$ cat src/rtl/uart_pkg.sv
// Shared UART definitions: FSM state encoding (common with the transmitter)
// and the default bit period in clock cycles.
package uart_pkg;

   typedef enum logic [2:0] {
      IDLE      = 3'b000,
      START_BIT = 3'b001,
      DATA_BITS = 3'b010,
      STOP_BITS = 3'b011,
      CLEAN_UP  = 3'b100
   } uart_state_e;

   // 25 MHz / 115200 baud
   localparam int CLKS_PER_BITS_DEF = 217;

endpackage

$ cat src/rtl/uart_sync.sv
// Two-flop synchronizer for an idle-high asynchronous line; both flops
// preset to 1 so reset never looks like a start bit.
module uart_sync (
   input  logic clk,
   input  logic rst,
   input  logic d_i,
   output logic q_o
);

   logic meta_q;
   logic sync_q;

   always_ff @(posedge clk or posedge rst) begin
      if (rst) begin
         meta_q <= 1'b1;
         sync_q <= 1'b1;
      end else begin
         meta_q <= d_i;
         sync_q <= meta_q;
      end
   end

   assign q_o = sync_q;

endmodule

$ cat src/rtl/uart_recv.sv
// 8N1 UART receiver: mid-bit sampling driven by a cycle counter, one-cycle
// valid strobe per good byte and a one-cycle framing-error strobe.
module uart_recv
   import uart_pkg::*;
#(
   parameter int CLKS_PER_BITS = CLKS_PER_BITS_DEF
) (
   input  logic       clk,
   input  logic       rst,
   input  logic       RX_serial,
   output logic       RX_DV,
   output logic [7:0] RX_BYTE,
   output logic       RX_Active,
   output logic       RX_Frame_Err
);

   localparam logic [7:0] HALF_M1 = 8'(CLKS_PER_BITS / 2 - 1);
   localparam logic [7:0] BIT_M1  = 8'(CLKS_PER_BITS - 1);

   logic        rx_s;
   uart_state_e state_q, state_d;
   logic [7:0]  cnt_q, cnt_d;
   logic [2:0]  idx_q, idx_d;
   logic [7:0]  shift_q, shift_d;
   logic [7:0]  byte_q, byte_d;
   logic        dv_q, dv_d;
   logic        err_q, err_d;
   logic        active_q, active_d;

   uart_sync u_sync (
      .clk (clk),
      .rst (rst),
      .d_i (RX_serial),
      .q_o (rx_s)
   );

   always_ff @(posedge clk or posedge rst) begin
      if (rst) begin
         state_q  <= IDLE;
         cnt_q    <= 8'd0;
         idx_q    <= 3'd0;
         shift_q  <= 8'd0;
         byte_q   <= 8'd0;
         dv_q     <= 1'b0;
         err_q    <= 1'b0;
         active_q <= 1'b0;
      end else begin
         state_q  <= state_d;
         cnt_q    <= cnt_d;
         idx_q    <= idx_d;
         shift_q  <= shift_d;
         byte_q   <= byte_d;
         dv_q     <= dv_d;
         err_q    <= err_d;
         active_q <= active_d;
      end
   end

   always_comb begin
      state_d  = state_q;
      cnt_d    = cnt_q;
      idx_d    = idx_q;
      shift_d  = shift_q;
      byte_d   = byte_q;
      dv_d     = dv_q;
      err_d    = err_q;
      active_d = active_q;
      case (state_q)
         IDLE: begin
            cnt_d = 8'd0;
            idx_d = 3'd0;
            if (!rx_s) begin
               state_d  = START_BIT;
               active_d = 1'b1;
            end
         end
         START_BIT: begin
            if (cnt_q == HALF_M1) begin
               cnt_d = 8'd0;
               // A start bit that is gone by mid-bit was a glitch: drop it quietly
               if (!rx_s) begin
                  state_d = DATA_BITS;
               end else begin
                  state_d  = IDLE;
                  active_d = 1'b0;
               end
            end else begin
               cnt_d = cnt_q + 8'd1;
            end
         end
         DATA_BITS: begin
            if (cnt_q == BIT_M1) begin
               cnt_d          = 8'd0;
               shift_d[idx_q] = rx_s;
               if (idx_q == 3'd7) begin
                  idx_d   = 3'd0;
                  state_d = STOP_BITS;
               end else begin
                  idx_d = idx_q + 3'd1;
               end
            end else begin
               cnt_d = cnt_q + 8'd1;
            end
         end
         STOP_BITS: begin
            if (cnt_q == BIT_M1) begin
               cnt_d = 8'd0;
               if (rx_s) begin
                  byte_d = shift_q;
                  dv_d   = 1'b1;
               end else begin
                  err_d = 1'b1;
               end
               active_d = 1'b0;
               state_d  = CLEAN_UP;
            end else begin
               cnt_d = cnt_q + 8'd1;
            end
         end
         CLEAN_UP: begin
            dv_d    = 1'b0;
            err_d   = 1'b0;
            state_d = IDLE;
         end
         default: begin
            state_d  = IDLE;
            cnt_d    = 8'd0;
            idx_d    = 3'd0;
            dv_d     = 1'b0;
            err_d    = 1'b0;
            active_d = 1'b0;
         end
      endcase
   end

   assign RX_DV        = dv_q;
   assign RX_BYTE      = byte_q;
   assign RX_Active    = active_q;
   assign RX_Frame_Err = err_q;

endmodule

$ cat config.mk
export PLATFORM = sky130hd
export DESIGN_NAME = uart_recv
export DESIGN_NICKNAME = d
export VERILOG_FILES = /design/src/rtl/uart_pkg.sv /design/src/rtl/uart_sync.sv /design/src/rtl/uart_recv.sv
export SDC_FILE = /design/constraint.sdc
export NUM_CORES = 1
export LEC_CHECK = 0
export ABC_AREA = 1
export CORE_UTILIZATION = 41
export CTS_CLUSTER_SIZE = 8
export DETAILED_ROUTE_END_ITERATION = 10
export PLACE_DENSITY = 0.63
export SETUP_SLACK_MARGIN = 0.1
export SLEW_MARGIN = 20
export SYNTH_ARGS = -nofsm -noshare
export SYNTH_HDL_FRONTEND = slang
export SYNTH_SLANG_ARGS = --single-unit
$ cat constraint.sdc
create_clock -name clk -period 1.7 [get_ports clk]
set_input_delay 0.17 -clock clk [delete_from_list [all_inputs] [get_ports clk]]
set_output_delay 0.17 -clock clk [all_outputs]
set_load 0.005 [all_outputs]
# Word level (Yosys, flattened, before mapping)
# Cells that the tools add are included.
# word_totals
regBits,35
wordCells,71
output_inout_bits,11
# op_classes
n_reduce_logical,13
bitwise_logic,3
n_eq_ne,15
muxes,26
add_sub_neg,2
order_cmp,2
# ops
cell,count
case mux 8 bit (3 select lines),1
two-way mux 3 bit,7
two-way mux 8 bit,2
inequality test 2 bit (second input constant),6
case mux 3 bit (4 select lines),1
AND reduction 5 bit,2
AND reduction 3 bit,3
adder 8 x 1 -> 8 bit (second input constant),1
bitwise mux 8 bit,1
== test 8 x 7 -> 1 bit (second input constant),1
== test 8 bit (second input constant),1
two-way mux 1 bit,8
== test 3 x 2 -> 1 bit (second input constant),2
== test 3 bit (second input constant),2
case mux 3 bit (2 select lines),1
OR reduction 3 bit,2
less-than comparator 3 x 4 -> 1 bit (second input constant),1
inequality test 2 x 1 -> 1 bit (second input constant),2
case mux 1 bit (2 select lines),2
case mux 1 bit (4 select lines),1
AND reduction 2 bit,2
OR reduction 2 bit,2
adder 3 x 1 -> 3 bit (second input constant),1
demux 1 bit (select 3 bit),1
6 further kinds,8

# Depth between registers and ports, before layout
# depth
depth_word,5
depth_mapped,10
depth_no_buf,9

# Cells and area by module
# From an unflattened synthesis, not the netlist that was laid out.
# hier_totals
cells_unflattened,228
hier_area_um2,1890.6
# by_module_without_submodules
module,instances,area_per_inst_um2,seq_area_each_um2,cells_per_inst
uart_recv,1,1834.3,825.8,225
uart_sync,1,56.3,52.6,3

# Least setup slack after synthesis
# OpenSTA, ideal clock, no wires.
# synth_timing
path_type,flip-flop to flip-flop
start,reg cnt_q[0]
end,reg byte_q[0] (netlist: RX_BYTE[0])
path_stages_with_launch,11
required_time_ns,1.583
slack_ns,0.290
arrival_ns,1.292
cell_sequence,dfrtp_1 > inv_1 > ha_1 > inv_1 > nor2_2 > nand2_2 > inv_2 > nand3_2 > buf_6 > nand2_1 > o21ai_2
# synth_between
elab_chain_len,2
# synth_lines
element,line_no,source
start: declaration,uart_recv.sv:22,"logic [7:0] cnt_q, cnt_d;"
start signal: assignment,uart_recv.sv:49,cnt_q <= cnt_d;
== test 8 bit,uart_recv.sv:106,if (cnt_q == BIT_M1) begin
AND reduction 3 bit (no line),n/a,
end signal: assignment,uart_recv.sv:52,byte_q <= byte_d;
end: declaration,uart_recv.sv:25,"logic [7:0] byte_q, byte_d;"
# Every way passes these cells.
# A chain may end at the register's enable or synchronous reset.

# Final worst setup path
# layout_timing
start,reg cnt_q[0]
end,reg shift_q[1]
# layout_between
elab_chain_len,2
# layout_lines
element,line_no,source
== test 8 bit,uart_recv.sv:92,if (cnt_q == BIT_M1) begin
AND reduction 2 bit (no line),n/a,
end signal: assignment,uart_recv.sv:51,shift_q <= shift_d;
end: declaration,uart_recv.sv:24,"logic [7:0] shift_q, shift_d;"
# Every way passes these cells.

==> summary.md <==
| Metric | Value |
|---|---|
| Setup-failing EPs final | 0 |
| Design Power | 1.47 mW |
| Clock buffer depth | 2 |
| Layout area overhead | 16.4% |
| Avg WL per Cell | between 10 and 15 um |
| DR iter-0 viols | 90 |
| Tmin final | 1.50 ns |
| Number of buffers created by CTS | 5 |
| Antenna diode count | 0 |
| Clock latency on the worst-skew pair | a little under 0.3 ns |
| Core area | between 4000 and 5000 um^2 |
| Finished Layout Cells | 296 |
| CTS Sinks | 35 |
| Worst-path fanout max | 8 |
| FF-to-FF path depth | 9 |
| Power share of the combinational group | under 10% |
| Setup TNS | 0 ns |
| Rows | 23 |
| Reg clk slew, reported paths | 0.07 ns |
| Vias | 1395 |
| Initial Utilization | around 44% |
| Cell taking the most area after synthesis | dfrtp_1 |
| RR Startpoint | cnt_q[0] |
| H-tree levels | 2 |
| Max Cap Violations | 0 |
| R2R Setup Slk | about 0.2 ns |
| Gate Count Post-Synth | around 230 |
| Met1 Resource Use GR | between 20% and 30% |
| Finished Cell Area | ~2100 um^2 |
| Global-route wire length before repair | 5.29 mm |
| Nets | between 200 and 300 |
| Count of pins over their slew limit | 0 |
| # IOs | 14 |
| Switching share of power | between 20 and 25% |
| Syn_nets | roughly 230 |
| Hold WC Path Type | input pin to flip-flop |
| Register area share after synthesis | 48.9% |
| Max VDD drop | 0.315 mV |
| GR Layer Usage met2 | a little under a quarter |
| Max-slew headroom | 70.1% |
| GP Congestion | slightly below 0.9 |
| GRT Resource Usage Total | between 15 and 20% |
| Final wirelength | 3.18 mm |
| End of the critical path | shift_q[1] |
| Drc violations | 0 |
| RSZ-0062 raised after global routing | yes |
| Largest net degree at the start of global routing | 36 |
| Cell Area, Synth | 1800 um^2 |
| Tcrit/Tclk final | between 80 and 90% |
| Initial antenna violation count | 0 |
| WHS | 0.279 ns |
| Critical Path End Type | flip-flop |
| FF-to-FF End | shift_q[1] |
| DP Area | 1980 um^2 |
| Root buffer cell | clkbuf_8 |
| Internal | 1.13 mW |
| Cell count of the worst hold path | 1 |
| Top cells by area, synth | dfrtp_1 (46%), nand2_1 (12%), inv_1 (7.5%) |
| Final Skew | ~0.0040 ns |
| Die area | ~4600 um^2 |
| Drt via density | 4.71 |
| CP Class | flip-flop to flip-flop |
| Max frequency | 0.664 GHz |
| GRT Max-Usage Layer | met2 |
| Clock share of power | 40.8% |
| Final Hold Violating Endpoints | 0 |
| Arrival time at the worst endpoint | ~1.7 ns |
| Placed Instances | around 290 |
| DP HPWL | between 2 and 2.5 mm |
| Leak | 0.960 nW |
| Grt ovf | 0 |
| Worst-margin pin slew | around 0.45 ns |
| Top cell type's share of synthesized area | between 40 and 50% |
| Initial DRT Pass Iterations | 4 |
| CTS tree | built |
| IO Port Bufs | 13 |
| Synthesis Warnings | 0 |
| Met3 Usage GRT | about 4.2% |
| Pwr/cell area | between 700 and 800 nW/um^2 |
| Critical Path RT | ~1.9 ns |
| Launch point of the critical path | cnt_q[0] |
| Sequential share of power | around 57% |
| Final ANT Viol Nets | 0 |
| Hold buffers post-CTS | 0 |
| FF+latch count, synth | 35 |
| Syn Area/Cell | ~8.0 um^2 |
| Layout cells sized above 1 | between 10% and 20% |
| Synth unique cells | 25 |
| Number of global-route vias before repair | 1179 |
| Status | finished clean |
| Critical Path Start Type | flip-flop |
| Die Wd | between 60 and 70 um |
| Die height | between 60 and 70 um |
| Net Switching | 340 uW |
==> Yosys cell counts (all sizes together) <==
library cell and number:
o21ai 24, a21oi 7, clkbuf 1, dfrtp 33
o21bai 1, inv 40, o21a 1, nor3 4
buf 2, ha 4, nand2 61, nor2 26
xor2 1, nand4 1, clkinv 1, nand3 16
dfstp 2
==> worst min-delay path by stage <==
stage,from,end
2_1_floorplan,RX_serial,u_sync.meta_q
3_3_place_gp,u_sync.meta_q,u_sync.q_o
3_5_place_dp,u_sync.meta_q,u_sync.q_o
4_1_cts,RX_serial,u_sync.meta_q
5_1_grt,RX_serial,u_sync.meta_q
6_report,RX_serial,u_sync.meta_q
==> layout make-up <==
class / instances / area [um^2]
well taps: 50 / 62.6
multi-input cells: 146 / 753
inverters: 41 / 154
clock inverters: 3 / 20.0
flip-flops and latches: 35 / 880
fillers: 398 / 2020
repair buffers: 16 / 153
clock buffers: 5 / 68.8
==> cells by family after synthesis <==
family,count (synthesis),synth area share [%]
flops,35,48.9
xor+xnor,1,0.488
buf+inv,44,10.0
simple gates,108,26.6
compound gates,33,11.2
fa+ha+maj,4,2.79
==> per-layer routing <==
| metal | vias to the layer above | part of all wire (%) |
|---|---|---|
| met5 | - | 0 |
| met4 | 0 | 2.1 |
| met3 | 5 | 3.5 |
| met2 | 21 | 43 |
| met1 | 630 | 52 |
| li1 | 739 | - |
==> flip-flops by register name (all words and copies together) (netlist names) <==
register / count
RX_Frame_Err: 1
idx_q: 3
u_sync.meta_q: 1
shift_q: 8
RX_Active: 1
u_sync.q_o: 1
RX_BYTE: 8
state_q: 3
cnt_q: 8
RX_DV: 1
==> power groups by stage <==
| stage | logic [mW] | clock network [mW] | registers [mW] |
|---|---|---|---|
| 2_1_floorplan | 0.0183 | 0 | 0.854 |
| 3_3_place_gp | 0.0326 | 0 | 0.854 |
| 3_5_place_dp | 0.0330 | 0 | 0.854 |
| 4_1_cts | 0.0331 | 0.624 | 0.838 |
| 5_1_grt | 0.0376 | 0.654 | 0.838 |
| 6_report | 0.0315 | 0.600 | 0.838 |
==> metrics by stage <==
step / utilization [%] / setup WS [ns]
3_3_place_gp: 48.2 / 0.229
4_1_cts: 50.4 / 0.165
2_1_floorplan: - / 0.290
5_1_grt: 50.8 / 0.0757
6_report: 50.8 / 0.195
3_5_place_dp: 48.2 / 0.181
==> worst max-delay path, cell delays in order, from the launching register on <==
cell,delay [ns]
dfrtp_1,0.41
inv_1,0.08
ha_1,0.14
inv_1,0.04
nor2_2,0.11
nand2_2,0.11
nor2_4,0.22
nand3_1,0.13
nand2_1,0.07
o21ai_0,0.07
==> placed cells by master (no fill, tap or decap) <==
cell type	n
a21oi_1	7
buf_4	3
clkbuf_8	5
clkdlybuf4s50_1	13
clkinv_1	1
clkinv_2	1
clkinvlp_4	2
dfrtp_1	32
dfrtp_2	1
dfstp_2	2
ha_1	4
inv_1	36
inv_2	4
nand2_1	58
nand2_2	3
nand3_1	11
nand3_2	5
nand4_1	1
nor2_1	20
nor2_2	5
nor2_4	1
nor3_1	3
nor3_2	1
o21a_1	1
o21ai_0	8
o21ai_1	7
o21ai_2	9
o21bai_1	1
xor2_1	1
==> timing repair <==
item	4_1_cts	5_1_grt
setup endpoints to repair	0	16
setup buffers	0	0
endpoints found under the hold margin	0	0
gates resized for setup	0	5
Power figures use the tool's default switching activity.
